===== config.mk =====
export PLATFORM = sky130hd
export DESIGN_NAME = fetch_npc_stage
export DESIGN_NICKNAME = d
export VERILOG_FILES = /design/src/rtl/fetch_npc_stage_pkg.sv /design/src/rtl/fetch_npc_stage_npc_calc.sv /design/src/rtl/fetch_npc_stage.sv
export SDC_FILE = /design/constraint.sdc
export NUM_CORES = 1
export LEC_CHECK = 0
export BUFFER_PORTS_ARGS = -buffer_cell sky130_fd_sc_hd__buf_2
export CAP_MARGIN = 20
export CORE_UTILIZATION = 40
export CTS_BUF_LIST = sky130_fd_sc_hd__clkbuf_8
export DETAILED_ROUTE_END_ITERATION = 8
export GPL_TIMING_DRIVEN = 1
export PLACE_DENSITY = 0.74
export SLEW_MARGIN = 20
export SYNTH_ARGS = -nofsm -noshare
export SYNTH_HDL_FRONTEND = slang
export SYNTH_SLANG_ARGS = --single-unit

===== constraint.sdc =====
create_clock -name clk -period 3 [get_ports clk]
set_input_delay 0.45 -clock clk [delete_from_list [all_inputs] [get_ports clk]]
set_output_delay 0.45 -clock clk [all_outputs]
set_load 0.01 [all_outputs]

===== src/rtl/fetch_npc_stage_pkg.sv =====
// fetch_npc_stage_pkg: reset constants and npc_sel encodings shared by IF and ID-stage control.
// Rev 1.0
`default_nettype none

package fetch_npc_stage_pkg;

  localparam logic [31:0] C_PC_RESET = 32'h0000_3000;
  localparam logic [31:0] C_NOP_WORD = 32'h0000_0000;

  typedef enum logic [1:0] {
    NPC_SEQ = 2'b00,
    NPC_BR  = 2'b01,
    NPC_J   = 2'b10,
    NPC_JR  = 2'b11
  } npc_sel_e;

  // Word offset of a conditional branch, sign-extended and scaled to bytes.
  function automatic logic [31:0] branch_offset(input logic [15:0] imm16);
    return {{14{imm16[15]}}, imm16, 2'b00};
  endfunction

endpackage

`default_nettype wire


===== src/rtl/fetch_npc_stage_npc_calc.sv =====
// npc_calc: combinational next-PC select (sequential, branch, j/jal, jr).
// Rev 1.0
`default_nettype none

module npc_calc
  import fetch_npc_stage_pkg::*;
(
  input  logic [31:0] i_pc_f,
  input  logic [31:0] i_pc_d,
  input  logic [1:0]  i_npc_sel,
  input  logic        i_cmp_true,
  input  logic [15:0] i_imm16_d,
  input  logic [25:0] i_imm26_d,
  input  logic [31:0] i_rs_val_d,
  output logic [31:0] o_npc
);

  logic [31:0] w_pc_seq;
  logic [31:0] w_br_target;
  logic [31:0] w_j_target;

  // Branch and jump targets are relative to the instruction in ID, not to the delay slot in IF.
  assign w_pc_seq    = i_pc_f + 32'd4;
  assign w_br_target = i_pc_d + 32'd4 + branch_offset(i_imm16_d);
  assign w_j_target  = {i_pc_d[31:28], i_imm26_d, 2'b00};

  always_comb begin
    o_npc = w_pc_seq;
    case (npc_sel_e'(i_npc_sel))
      NPC_SEQ: o_npc = w_pc_seq;
      NPC_BR:  o_npc = i_cmp_true ? w_br_target : w_pc_seq;
      NPC_J:   o_npc = w_j_target;
      NPC_JR:  o_npc = i_rs_val_d;
      default: o_npc = w_pc_seq;
    endcase
  end

endmodule

`default_nettype wire


===== src/rtl/fetch_npc_stage.sv =====
// fetch_npc_stage: PC register, IM address and IF/ID pipeline register with one delay slot.
// Rev 1.0
`default_nettype none

module fetch_npc_stage
  import fetch_npc_stage_pkg::*;
#(
  parameter logic [31:0] PC_RESET = C_PC_RESET,
  parameter logic [31:0] NOP_WORD = C_NOP_WORD
) (
  input  logic        clk,
  input  logic        reset,
  input  logic        stall,
  input  logic [1:0]  npc_sel,
  input  logic        cmp_true,
  input  logic [15:0] imm16_d,
  input  logic [25:0] imm26_d,
  input  logic [31:0] rs_val_d,
  input  logic [31:0] instr_f,
  output logic [31:0] pc_f,
  output logic [31:0] instr_d,
  output logic [31:0] pc_d,
  output logic [31:0] pc8_d
);

  logic [31:0] r_pc_f;
  logic [31:0] r_instr_d;
  logic [31:0] r_pc_d;
  logic [31:0] r_pc8_d;
  logic [31:0] w_npc;

  npc_calc u_npc_calc (
    .i_pc_f     (r_pc_f),
    .i_pc_d     (r_pc_d),
    .i_npc_sel  (npc_sel),
    .i_cmp_true (cmp_true),
    .i_imm16_d  (imm16_d),
    .i_imm26_d  (imm26_d),
    .i_rs_val_d (rs_val_d),
    .o_npc      (w_npc)
  );

  // A stalled redirect is dropped here; ID re-presents it once its operands are forwarded.
  always_ff @(posedge clk) begin
    if (!reset) begin
      r_pc_f    <= PC_RESET;
      r_instr_d <= NOP_WORD;
      r_pc_d    <= 32'h0;
      r_pc8_d   <= 32'h0;
    end else if (!stall) begin
      r_pc_f    <= w_npc;
      r_instr_d <= instr_f;
      r_pc_d    <= r_pc_f;
      r_pc8_d   <= r_pc_f + 32'd8;
    end
  end

  assign pc_f    = r_pc_f;
  assign instr_d = r_instr_d;
  assign pc_d    = r_pc_d;
  assign pc8_d   = r_pc8_d;

endmodule

`default_nettype wire


==> qor.txt, run 1 <==
nets@finish: 1442
Pwr Total: 4.68 mW
commonest cells after routing, fill and taps aside: buf_2 (238), dfxtp_1 (123), nand2_1 (105), mux2i_1 (78), nor2b_1 (71)
Worst-path clk slew: 0.09 ns
Final Hold Viols: 0
most area-consuming cells after synthesis: dfxtp_1 (29%), mux2i_1 (8.9%), ha_1 (8.4%)
Final WS setup: 0.116 ns
clock tree root driver cell: clkbuf_8
clock network latency to the later pin of the worst-skew pair: 0.46 ns
highest clock rate: 0.347 GHz
H-tree levels: 4
die span in x: 150 µm
post-synthesis net count: 1194
synthesized area: 8750 µm²
core footprint: 21200 µm²
share of the clock period used by the worst path: 96.1%
most used flip-flop cell after synthesis: dfxtp_1
count of antenna-violating nets left after detailed routing: 0
Clock Skews: 0.0203 ns
Arr. time, crit path: 3.22 ns
antenna violations before repair: 0
leakage component of the power: 5.33 nW
TritonCTS clock tree: built
global-route wire length before repair: 42900 µm
hold-fix buffers at CTS: 0
max-cap violations: 0
largest net degree at the start of global routing: 86
Fin Setup TNS: 0 ns
Core Rows: 53
routed wire length per instance: 18.0 µm
post-place setup slack: -0.231 ns
top cell type by total area after synthesis: dfxtp_1
maximum ir drop on the vdd rail: 0.356 mV
per-instance average area after synthesis: 8.56 µm²
flops & latches, synth: 125
Fin Hold WS: 0.247 ns
Comb pwr share: 23.6%
overall die area: 22500 µm²
share of the synthesized area in the top cell type: 28.6%
DRC violations left: 0
# clock sinks: 125
routed wire length: 28000 µm
Distinct cells, synth: 81
class of the tightest hold or removal check: input pin to register
post-layout utilization of the core: 51.4%
PD cells: 429 nW/µm²
Worst Tran Pin Value: 0.791 ns
buffers inserted during post-CTS setup optimization: 0
number of max-slew violations in the final report: 0
starting utilization of the core area: 41.2%
layout-stage area growth over the synthesis result: 24.7%
portion of total power attributed to sequential cells: 39.5%
number of search-and-repair iterations in the first detailed-routing pass: 5
Finish-stage setup viols: 0
PortBufs: 239
DRC marker count from the first detailed-route iteration: 598
overall routing resource usage: 24.7%
part of the power in the clock network: 36.9%
Setup crit end kind: register
most common cell after layout, fill and taps aside: buf_2
vias in the first global route: 8026
Switching Share: 31.0%
total half-perimeter wirelength after legalization and detailed placement: 21000 µm
net switching power: 1.45 mW
clock period minus final worst setup slack: 2.88 ns
count of pins on the block boundary: 240
yosys synthesis warning count: 0
sequential area share after synthesis: 28.6%
fraction of final layout cells with drive strength greater than 1: 30.6%
Slew HR: 47.3%
Critical Path Fanout Max: 3
result of the run: finished, final reports clean
required time reported for the critical path endpoint: 3.34 ns
internal cell power: 3.23 mW
kind of start point of the critical path: register
number of synthesized flops with an enable pin: 0
n_diodes: 0
cell count after synthesis: 1022
vertical die dimension: 150 µm
vias after detailed routing: 8594
total grt overflow: 0
number of buffers between clock root and the deepest sink: 2
category of the most critical setup path: register to register
TritonCTS Buffers: 17
global placer's final weighted congestion: 0.913
detail-routed via count per cell: 5.52
share of flip-flops with an asynchronous set or reset after synthesis: 0%
-- metal layers --
layer	track usage [%]	vias up	routed length [µm]	share of wire, %
met5	0	-	0	0
met4	8.89	0	717	2.6
met3	4.97	53	2000	7.1
met2	40.9	327	13200	47
met1	31.7	4055	12100	43
li1	-	4159	-	-
-- critical path, cell delays in order, from the launching register on --
cell and delay [ns]:
dfxtp_2 0.35, ha_4 0.26, ha_2 0.17, inv_1 0.06, fa_2 0.37, nor2b_2 0.14, o2111a_2 0.28, nor4b_4 0.08
or4_4 0.50, nand3b_1 0.18, a41oi_2 0.14, mux2i_1 0.18, nand2_1 0.06
-- cell usage after synthesis, types with 6 or more instances --
library cell,n
a211oi_1,6
nor2_1,32
dfxtp_1,125
o21a_1,6
clkbuf_1,49
buf_6,7
a221oi_1,14
a21oi_1,59
buf_2,7
xnor2_1,40
and3_1,12
o211a_1,17
a31oi_1,8
xor2_1,25
ha_1,59
o21ai_0,65
mux2i_1,78
buf_1,6
nand3_1,21
inv_1,21
and4_1,6
mux2_2,14
nor3_1,16
nand4_1,13
nand2_1,105
o31ai_1,6
and2_1,23
o22ai_1,6
a21o_1,13
nor2b_1,72
-- through the flow --
| stage | cell area [µm²] | instances |
|---|---|---|
| after floorplan | 8750 | 1022 |
| after global placement | 10400 | 1526 |
| after detailed placement | 10400 | 1526 |
| after CTS | 10800 | 1558 |
| after global routing | 10900 | 1558 |
| final | 10900 | 1558 |
-- final timing paths --
check / end / cells past startpoint / slack (ns) / startpoint
max: pc_f[25]$_SDFFE_PN0N_ / 12 / 0.12 / pc_d[3]$_SDFFE_PN0N_
min: instr_d[19]$_SDFFE_PN0N_ / 3 / 0.25 / instr_f[19]
min reg2reg: pc8_d[22]$_SDFFE_PN0N_ / 1 / 0.48 / pc8_d[22]$_SDFFE_PN0N_
max reg2reg: pc_f[25]$_SDFFE_PN0N_ / 12 / 0.12 / pc_d[3]$_SDFFE_PN0N_
-- power by group through the flow --
stage	Clock, mW	Combinational, mW	Sequential (mW)
4_1_cts	1.75	1.09	1.85
3_5_place_dp	0	1.08	1.88
3_3_place_gp	0	1.06	1.88
2_1_floorplan	0	0.650	1.90
5_1_grt	1.84	1.21	1.86
6_report	1.73	1.11	1.85
-- repair_timing --
item,4_1_cts,5_1_grt
pin swaps,0,6
resized for setup,1,18
endpoints found under the setup margin,1,8
-- area by class of cell --
cell class                      count  area (µm²)
Fill cell                        2069       10300
Multi-Input combinational cell    796        5800
Sequential cell                   125        2500
Timing Repair Buffer              308        1720
Tap cell                          275         344
Clock buffer                       20         275
Clock inverter                     12         183
Inverter                           22        82.6
-- cells by family after synthesis --
group,count (synthesis),synth area share (%)
AOI/OAI and AO/OA,243,18.6
DFF,125,28.6
xor gates and xnor gates,66,6.69
and+or+nand+nor,335,20.8
adders and majority gates,60,8.66
buffers and inverters,101,5.96
muxes,92,10.7
-- registers in the layout, indices dropped and copies added, names as in the netlist --
signal / cells
instr_d: 32
pc8_d: 29
pc_d: 32
pc_f: 32
Power figures use the tool's default switching activity.
==> run 2: changes to the inputs <==
--- a/config.mk
+++ b/config.mk
@@ -7,11 +7,11 @@
 export LEC_CHECK = 0
 export BUFFER_PORTS_ARGS = -buffer_cell sky130_fd_sc_hd__buf_2
 export CAP_MARGIN = 20
-export CORE_UTILIZATION = 40
+export CORE_UTILIZATION = 45
 export CTS_BUF_LIST = sky130_fd_sc_hd__clkbuf_8
 export DETAILED_ROUTE_END_ITERATION = 8
 export GPL_TIMING_DRIVEN = 1
-export PLACE_DENSITY = 0.74
+export PLACE_DENSITY = 0.81
 export SLEW_MARGIN = 20
 export SYNTH_ARGS = -nofsm -noshare
 export SYNTH_HDL_FRONTEND = slang
==> run 2 against run 1 <==
Highest routed layer unchanged. Register-to-register slack got worse by 0.10 ns. Combinational power hardly changed. Setup slack lost 0.10 ns. Sequential share of layout area is 0.32 points higher. Fmax shrank 3.4%. Clock power shrank 11%. Wire length is 2.9% lower. Final cell count down 1.5%.
==> qor.txt, run 2 (same netlist as run 1, synthesis figures left out) <==
vias in the first global route: 8047 (was 8026)
number of max-slew violations in the final report: 0 (unchanged)
Cells on Worst Hold Path: 3 (unchanged)
Worst Tran Pin Value: 0.613 ns (was 0.791 ns)
DP Cell Count: 1504 (was 1526)
most common cell after layout, fill and taps aside: buf_2 (unchanged)
Placed Area: 10300 µm² (was 10400 µm²)
DRC marker count from the first detailed-route iteration: 621 (was 598)
library cell appearing most often on the critical path: inv_1
result of the run: finished, final reports clean (unchanged)
kind of start point of the critical path: register (unchanged)
antenna violations before repair: 0 (unchanged)
worst r2r dst: pc_f[25]$_SDFFE_PN0N_ (unchanged)
total grt overflow: 0 (unchanged)
routed wire length: 27200 µm (was 28000 µm)
H-tree levels: 4 (unchanged)
DRC violations left: 0 (unchanged)
non-filler cells, final: 1535 (was 1558)
Arr. time, crit path: 3.35 ns (was 3.22 ns)
count of pins on the block boundary: 240 (unchanged)
register area: 2500 µm² (about the same)
nets@finish: 1435 (was 1442)
final design area excluding fillers: 10800 µm² (was 10900 µm²)
vertical die dimension: 141 µm (was 150 µm)
Slew HR: 59.0% (was 47.3%)
RSZ-0062 raised after global routing: true
number of buffers between clock root and the deepest sink: 2 (unchanged)
maximum ir drop on the vdd rail: 0.265 mV (was 0.356 mV)
largest net degree at the start of global routing: 76 (was 86)
Cell Chain, Critical Path: inv_1 > ha_1 > inv_1 > ha_2 > inv_1 > fa_2 > nor2b_2 > o2111a_2 > nor4b_4 > or4_4 > nand3b_1 > a41oi_2 > mux2i_1 > nand2_1 (was ha_4 > ha_2 > inv_1 > fa_2 > nor2b_2 > o2111a_2 > nor4b_4 > or4_4 > nand3b_1 > a41oi_2 > mux2i_1 > nand2_1)
global placer's final weighted congestion: 0.937 (was 0.913)
clock network latency to the later pin of the worst-skew pair: 0.47 ns (was 0.46 ns)
n_diodes: 0 (unchanged)
category of the most critical setup path: register to register (unchanged)
TritonCTS clock tree: built (unchanged)
core footprint: 18900 µm² (was 21200 µm²)
Setup crit end kind: register (unchanged)
Clock Skews: 0.0127 ns (was 0.0203 ns)
count of antenna-violating nets left after detailed routing: 0 (unchanged)
# clock sinks: 125 (unchanged)
Finish-stage setup viols: 0 (unchanged)
overall routing resource usage: 26.7% (was 24.7%)
critical path's slowest cell: or4_4 (unchanged)
PD cells: 416 nW/µm² (was 429 nW/µm²)
starting utilization of the core area: 46.3% (was 41.2%)
Final Hold Viols: 0 (unchanged)
worst reg2reg path depth: 14 (was 12)
combined buffer and inverter count along the critical path: 3 (was 1)
Reg2Reg Setup Slack: 0.01 ns (was 0.12 ns)
clock period minus final worst setup slack: 2.99 ns (was 2.88 ns)
number of filler instances in the final layout: 1742 (was 2069)
die span in x: 141 µm (was 150 µm)
buffers inserted during post-CTS setup optimization: 0 (unchanged)
area used by multi-input combinational logic: 5760 µm² (was 5800 µm²)
vias after detailed routing: 8713 (was 8594)
share of the clock period used by the worst path: 99.5% (was 96.1%)
fraction of final layout cells with drive strength greater than 1: 29.4% (was 30.6%)
overall die area: 20000 µm² (was 22500 µm²)
Pwr Total: 4.48 mW (was 4.68 mW)
clock tree root driver cell: clkbuf_8 (unchanged)
highest clock rate: 0.335 GHz (was 0.347 GHz)
number of search-and-repair iterations in the first detailed-routing pass: 8 (was 5)
worst hold path endpoint: instr_d[22]$_SDFFE_PN0N_ (was instr_d[19]$_SDFFE_PN0N_)
layout-stage area growth over the synthesis result: 22.9% (was 24.7%)
detail-routed via count per cell: 5.68 (was 5.52)
Core Rows: 50 (was 53)
required time reported for the critical path endpoint: 3.36 ns (was 3.34 ns)
commonest cells after routing, fill and taps aside: buf_2 (238), dfxtp_1 (125), nand2_1 (105), mux2i_1 (78), nor2b_1 (71) (was buf_2 (238), dfxtp_1 (123), nand2_1 (105), mux2i_1 (78), nor2b_1 (71))
class of the tightest hold or removal check: input pin to register (unchanged)
startpoint of the most critical register-to-register path: pc_d[2]$_SDFFE_PN0N_ (was pc_d[3]$_SDFFE_PN0N_)
routed wire length per instance: 17.7 µm (was 18.0 µm)
max-cap violations: 0 (unchanged)
global-route wire length before repair: 41800 µm (was 42900 µm)
PortBufs: 239 (unchanged)
slowest cell delay on critical path: 0.50 ns (about the same)
hold-fix buffers at CTS: 0 (unchanged)
total half-perimeter wirelength after legalization and detailed placement: 20200 µm (was 21000 µm)
category of cells accounting for the largest share of critical-path delay: simple AND/OR/NAND/NOR gates (unchanged)
startpoint of the worst hold path: instr_f[22] (was instr_f[19])
Critical Path Fanout Max: 3 (unchanged)
leakage component of the power: 5.26 nW (was 5.33 nW)
Worst-path clk slew: 0.08 ns (was 0.09 ns)
TritonCTS Buffers: 17 (unchanged)
## run 2: changes by cell type in the layout (fill, tap and decap cells not counted), sizes merged
cell    delta
clkinv     +2
clkbuf     -1
bufinv     -2
buf        -7
## run 2: worst max path at each step
stage                              start                    end  slack (ns)  cells past startpoint
floorplan                     imm16_d[1]  pc_f[25]$_SDFFE_PN0N_        0.17                     12
global placement              imm16_d[0]  pc_f[25]$_SDFFE_PN0N_       -0.16                     15
detailed placement            imm16_d[0]  pc_f[25]$_SDFFE_PN0N_       -0.31                     15
CTS                 pc_d[2]$_SDFFE_PN0N_  pc_f[25]$_SDFFE_PN0N_        0.04                     14
global route        pc_d[2]$_SDFFE_PN0N_  pc_f[25]$_SDFFE_PN0N_       -0.03                     14
finish              pc_d[2]$_SDFFE_PN0N_  pc_f[25]$_SDFFE_PN0N_        0.01                     14
## run 2: stage by stage
step	TNS, ns	util [%]	setup slack (ns)	hold slack [ns]
2_1_floorplan	0	-	0.166	0.495
3_3_place_gp	-0.638	54.7	-0.162	0.460
3_5_place_dp	-1.68	54.7	-0.307	0.468
4_1_cts	0	56.8	0.0375	0.219
5_1_grt	-0.0390	56.9	-0.0323	0.235
6_report	0	56.9	0.0149	0.237
## run 2: area by class of cell
cell class	count	share of cell area, %
clock buffers	19	2.43
clock inverters	12	1.27
inverters	22	0.768
multi-input cells	796	53.5
flip-flops and latches	125	23.3
well taps	260	3.03
repair buffers	301	15.7
## run 2: metal layers
layer	track usage, %	share of wire, %	wire length [µm]	vias to the layer above
met2	43.4	47	12700	424
met3	4.45	7.2	1970	58
met1	35.3	43	11800	4093
li1	-	-	-	4138
met5	0	0	0	-
met4	10.4	2.8	769	0
## run 2: where the power goes
| part | internal, mW | total, mW | switching [mW] | leakage [nW] |
|---|---|---|---|---|
| Sequential | 1.76 | 1.85 | 0.0929 | 1.03 |
| Clock | 0.782 | 1.54 | 0.755 | 0.195 |
| Combinational | 0.487 | 1.09 | 0.604 | 4.04 |
| Total | 3.02 | 4.48 | 1.45 | 5.26 |
## run 2: repair_timing
item | in CTS | in global routing
pin swaps | 1 | 3
hold endpoints to repair | 0 | 0
resized for setup | 3 | 5
setup endpoints to repair | 4 | 4
## run 2: worst register-to-register path: cells and delay by family, from the launching register on
| family | cells | cell delay, ns |
|---|---|---|
| and+or+nand+nor | 5 | 1.02 |
| adders and majority gates | 3 | 0.74 |
| muxes | 1 | 0.19 |
| DFF | 1 | 0.33 |
| buffers and inverters | 3 | 0.18 |
| AOI/OAI and AO/OA | 2 | 0.42 |
==> run 3: changes to the inputs <==
--- a/config.mk
+++ b/config.mk
@@ -11,7 +11,7 @@
 export CTS_BUF_LIST = sky130_fd_sc_hd__clkbuf_8
 export DETAILED_ROUTE_END_ITERATION = 8
 export GPL_TIMING_DRIVEN = 1
-export PLACE_DENSITY = 0.81
+export PLACE_DENSITY = 0.75
 export SLEW_MARGIN = 20
 export SYNTH_ARGS = -nofsm -noshare
 export SYNTH_HDL_FRONTEND = slang
==> run 3 against run 2 <==
Clock skew shrank 0.0043 ns. Worst hold slack gained 0.014 ns. Sequential power is essentially flat. Critical path type unchanged. Largest power group unchanged.
==> qor.txt, run 3 (same netlist as run 1, synthesis figures left out) <==
PortBufs: 239 (unchanged)
Switching Share: 31.8% (was 32.4%)
Cells on Worst Hold Path: 3 (unchanged)
overall die area: 20000 µm² (unchanged)
Setup crit end kind: register (unchanged)
Slew HR: 53.2% (was 59.0%)
Arr. time, crit path: 3.24 ns (was 3.35 ns)
Fin Hold WS: 0.251 ns (was 0.237 ns)
max-cap violations: 0 (unchanged)
vertical die dimension: 141 µm (unchanged)
core footprint: 18900 µm² (unchanged)
number of buffers between clock root and the deepest sink: 2 (unchanged)
maximum ir drop on the vdd rail: 0.320 mV (was 0.265 mV)
vias after detailed routing: 8586 (was 8713)
Final Hold Viols: 0 (unchanged)
share of the clock period used by the worst path: 96.8% (was 99.5%)
clock network latency to the later pin of the worst-skew pair: 0.45 ns (was 0.47 ns)
Critical Path Fanout Max: 3 (unchanged)
class of the tightest hold or removal check: input pin to register (unchanged)
total grt overflow: 0 (unchanged)
DRC marker count from the first detailed-route iteration: 636 (was 621)
clock period minus final worst setup slack: 2.90 ns (was 2.99 ns)
leakage component of the power: 5.28 nW (was 5.26 nW)
Worst-path clk slew: 0.08 ns (about the same)
nets@finish: 1439 (was 1435)
Worst Tran Pin Value: 0.702 ns (was 0.613 ns)
Comb pwr share: 24.4% (about the same)
die span in x: 141 µm (unchanged)
most common cell after layout, fill and taps aside: buf_2 (unchanged)
worst reg2reg path depth: 14 (unchanged)
number of search-and-repair iterations in the first detailed-routing pass: 5 (was 8)
kind of start point of the critical path: register (unchanged)
detail-routed via count per cell: 5.58 (was 5.68)
# clock sinks: 125 (unchanged)
antenna violations before repair: 0 (unchanged)
clock tree root driver cell: clkbuf_8 (unchanged)
routed wire length per instance: 17.4 µm (was 17.7 µm)
result of the run: finished, final reports clean (unchanged)
vias in the first global route: 7880 (was 8047)
Core Rows: 50 (unchanged)
DRC violations left: 0 (unchanged)
portion of total power attributed to sequential cells: 41.5% (was 41.3%)
part of the power in the clock network: 34.0% (was 34.3%)
count of pins on the block boundary: 240 (unchanged)
largest net degree at the start of global routing: 62 (was 76)
n_diodes: 0 (unchanged)
count of antenna-violating nets left after detailed routing: 0 (unchanged)
TritonCTS Buffers: 17 (unchanged)
required time reported for the critical path endpoint: 3.34 ns (was 3.36 ns)
global-route wire length before repair: 41700 µm (was 41800 µm)
PD cells: 413 nW/µm² (was 416 nW/µm²)
Finish-stage setup viols: 0 (unchanged)
category of the most critical setup path: register to register (unchanged)
total half-perimeter wirelength after legalization and detailed placement: 20200 µm (about the same)
Final WS setup: 0.0969 ns (was 0.0149 ns)
H-tree levels: 4 (unchanged)
global placer's final weighted congestion: 0.953 (was 0.937)
net switching power: 1.41 mW (was 1.45 mW)
commonest cells after routing, fill and taps aside: buf_2 (238), dfxtp_1 (124), nand2_1 (105), mux2i_1 (78), nor2b_1 (71) (was buf_2 (238), dfxtp_1 (125), nand2_1 (105), mux2i_1 (78), nor2b_1 (71))
overall routing resource usage: 26.7% (about the same)
layout-stage area growth over the synthesis result: 23.1% (was 22.9%)
routed wire length: 26800 µm (was 27200 µm)
Pwr Total: 4.45 mW (was 4.48 mW)
starting utilization of the core area: 46.3% (unchanged)
TritonCTS clock tree: built (unchanged)
highest clock rate: 0.344 GHz (was 0.335 GHz)
post-place setup slack: -0.248 ns (was -0.307 ns)
internal cell power: 3.04 mW (was 3.02 mW)
Clock Skews: 0.00844 ns (was 0.0127 ns)
number of max-slew violations in the final report: 0 (unchanged)
fraction of final layout cells with drive strength greater than 1: 29.8% (was 29.4%)
RSZ-0062 raised after global routing: false (was true)
[run 3: cell count changes in the layout (fill, tap and decap cells not counted), sizes merged]
cell and delta:
buf +4, clkbuf +1, clkinv -1, clkinvlp +1
[run 3: final timing paths]
| kind | slack [ns] | end | startpoint |
|---|---|---|---|
| max reg2reg | 0.1 | pc_f[29]$_SDFFE_PN0N_ | pc_d[2]$_SDFFE_PN0N_ |
| min reg2reg | 0.47 | pc8_d[23]$_SDFFE_PN0N_ | pc8_d[23]$_SDFFE_PN0N_ |
| min | 0.25 | instr_d[3]$_SDFFE_PN0N_ | instr_f[3] |
| max | 0.1 | pc_f[29]$_SDFFE_PN0N_ | pc_d[2]$_SDFFE_PN0N_ |
[run 3: per-layer routing]
layer / vias up / routed length (µm) / GRT usage, % / share of wire [%]
met4: 0 / 636 / 8.77 / 2.4
met1: 4019 / 11600 / 34.8 / 43
met3: 43 / 1920 / 5.43 / 7.2
li1: 4146 / - / - / -
met5: - / 0 / 0 / 0
met2: 378 / 12700 / 44.0 / 47
[run 3: critical path: stages, from the launching register on]
cell and delay (ns):
dfxtp_2 0.33, inv_1 0.04, ha_1 0.19, inv_1 0.08
ha_2 0.19, inv_1 0.06, fa_2 0.35, nor2b_2 0.14
o2111a_2 0.26, nor4b_4 0.07, or4_4 0.52, nand3b_1 0.20
a31oi_1 0.12, xnor2_1 0.17, o21ai_1 0.09
[run 3: what timing repair did]
item | in CTS | in global routing
endpoints found under the hold margin | 0 | 0
hold buffers | 0 | 0
resized for setup | 5 | 6
pin swaps | 4 | 5
setup buffers | 1 | 0
endpoints found under the setup margin | 2 | 6
[run 3: power by group through the flow]
stage	Clock, mW	Sequential, mW	Combinational, mW
2_1_floorplan	0	1.90	0.650
3_3_place_gp	0	1.88	1.05
3_5_place_dp	0	1.89	1.07
4_1_cts	1.54	1.85	1.08
5_1_grt	1.61	1.86	1.18
6_report	1.52	1.85	1.09
[run 3: area by class of cell]
type	instances	area, µm²
fillers	1742	8120
multi-input cells	796	5770
flip-flops and latches	125	2500
repair buffers	305	1690
well taps	260	325
clock buffers	20	275
clock inverters	12	121
inverters	22	82.6
[run 3: stage by stage]
step | util, % | cells | cell area [µm²] | TNS (ns)
2_1_floorplan | - | 1022 | 8750 | 0
3_3_place_gp | 54.6 | 1507 | 10300 | -0.495
3_5_place_dp | 54.6 | 1507 | 10300 | -1.07
4_1_cts | 56.9 | 1540 | 10700 | 0
5_1_grt | 57.0 | 1540 | 10800 | 0
6_report | 57.0 | 1540 | 10800 | 0
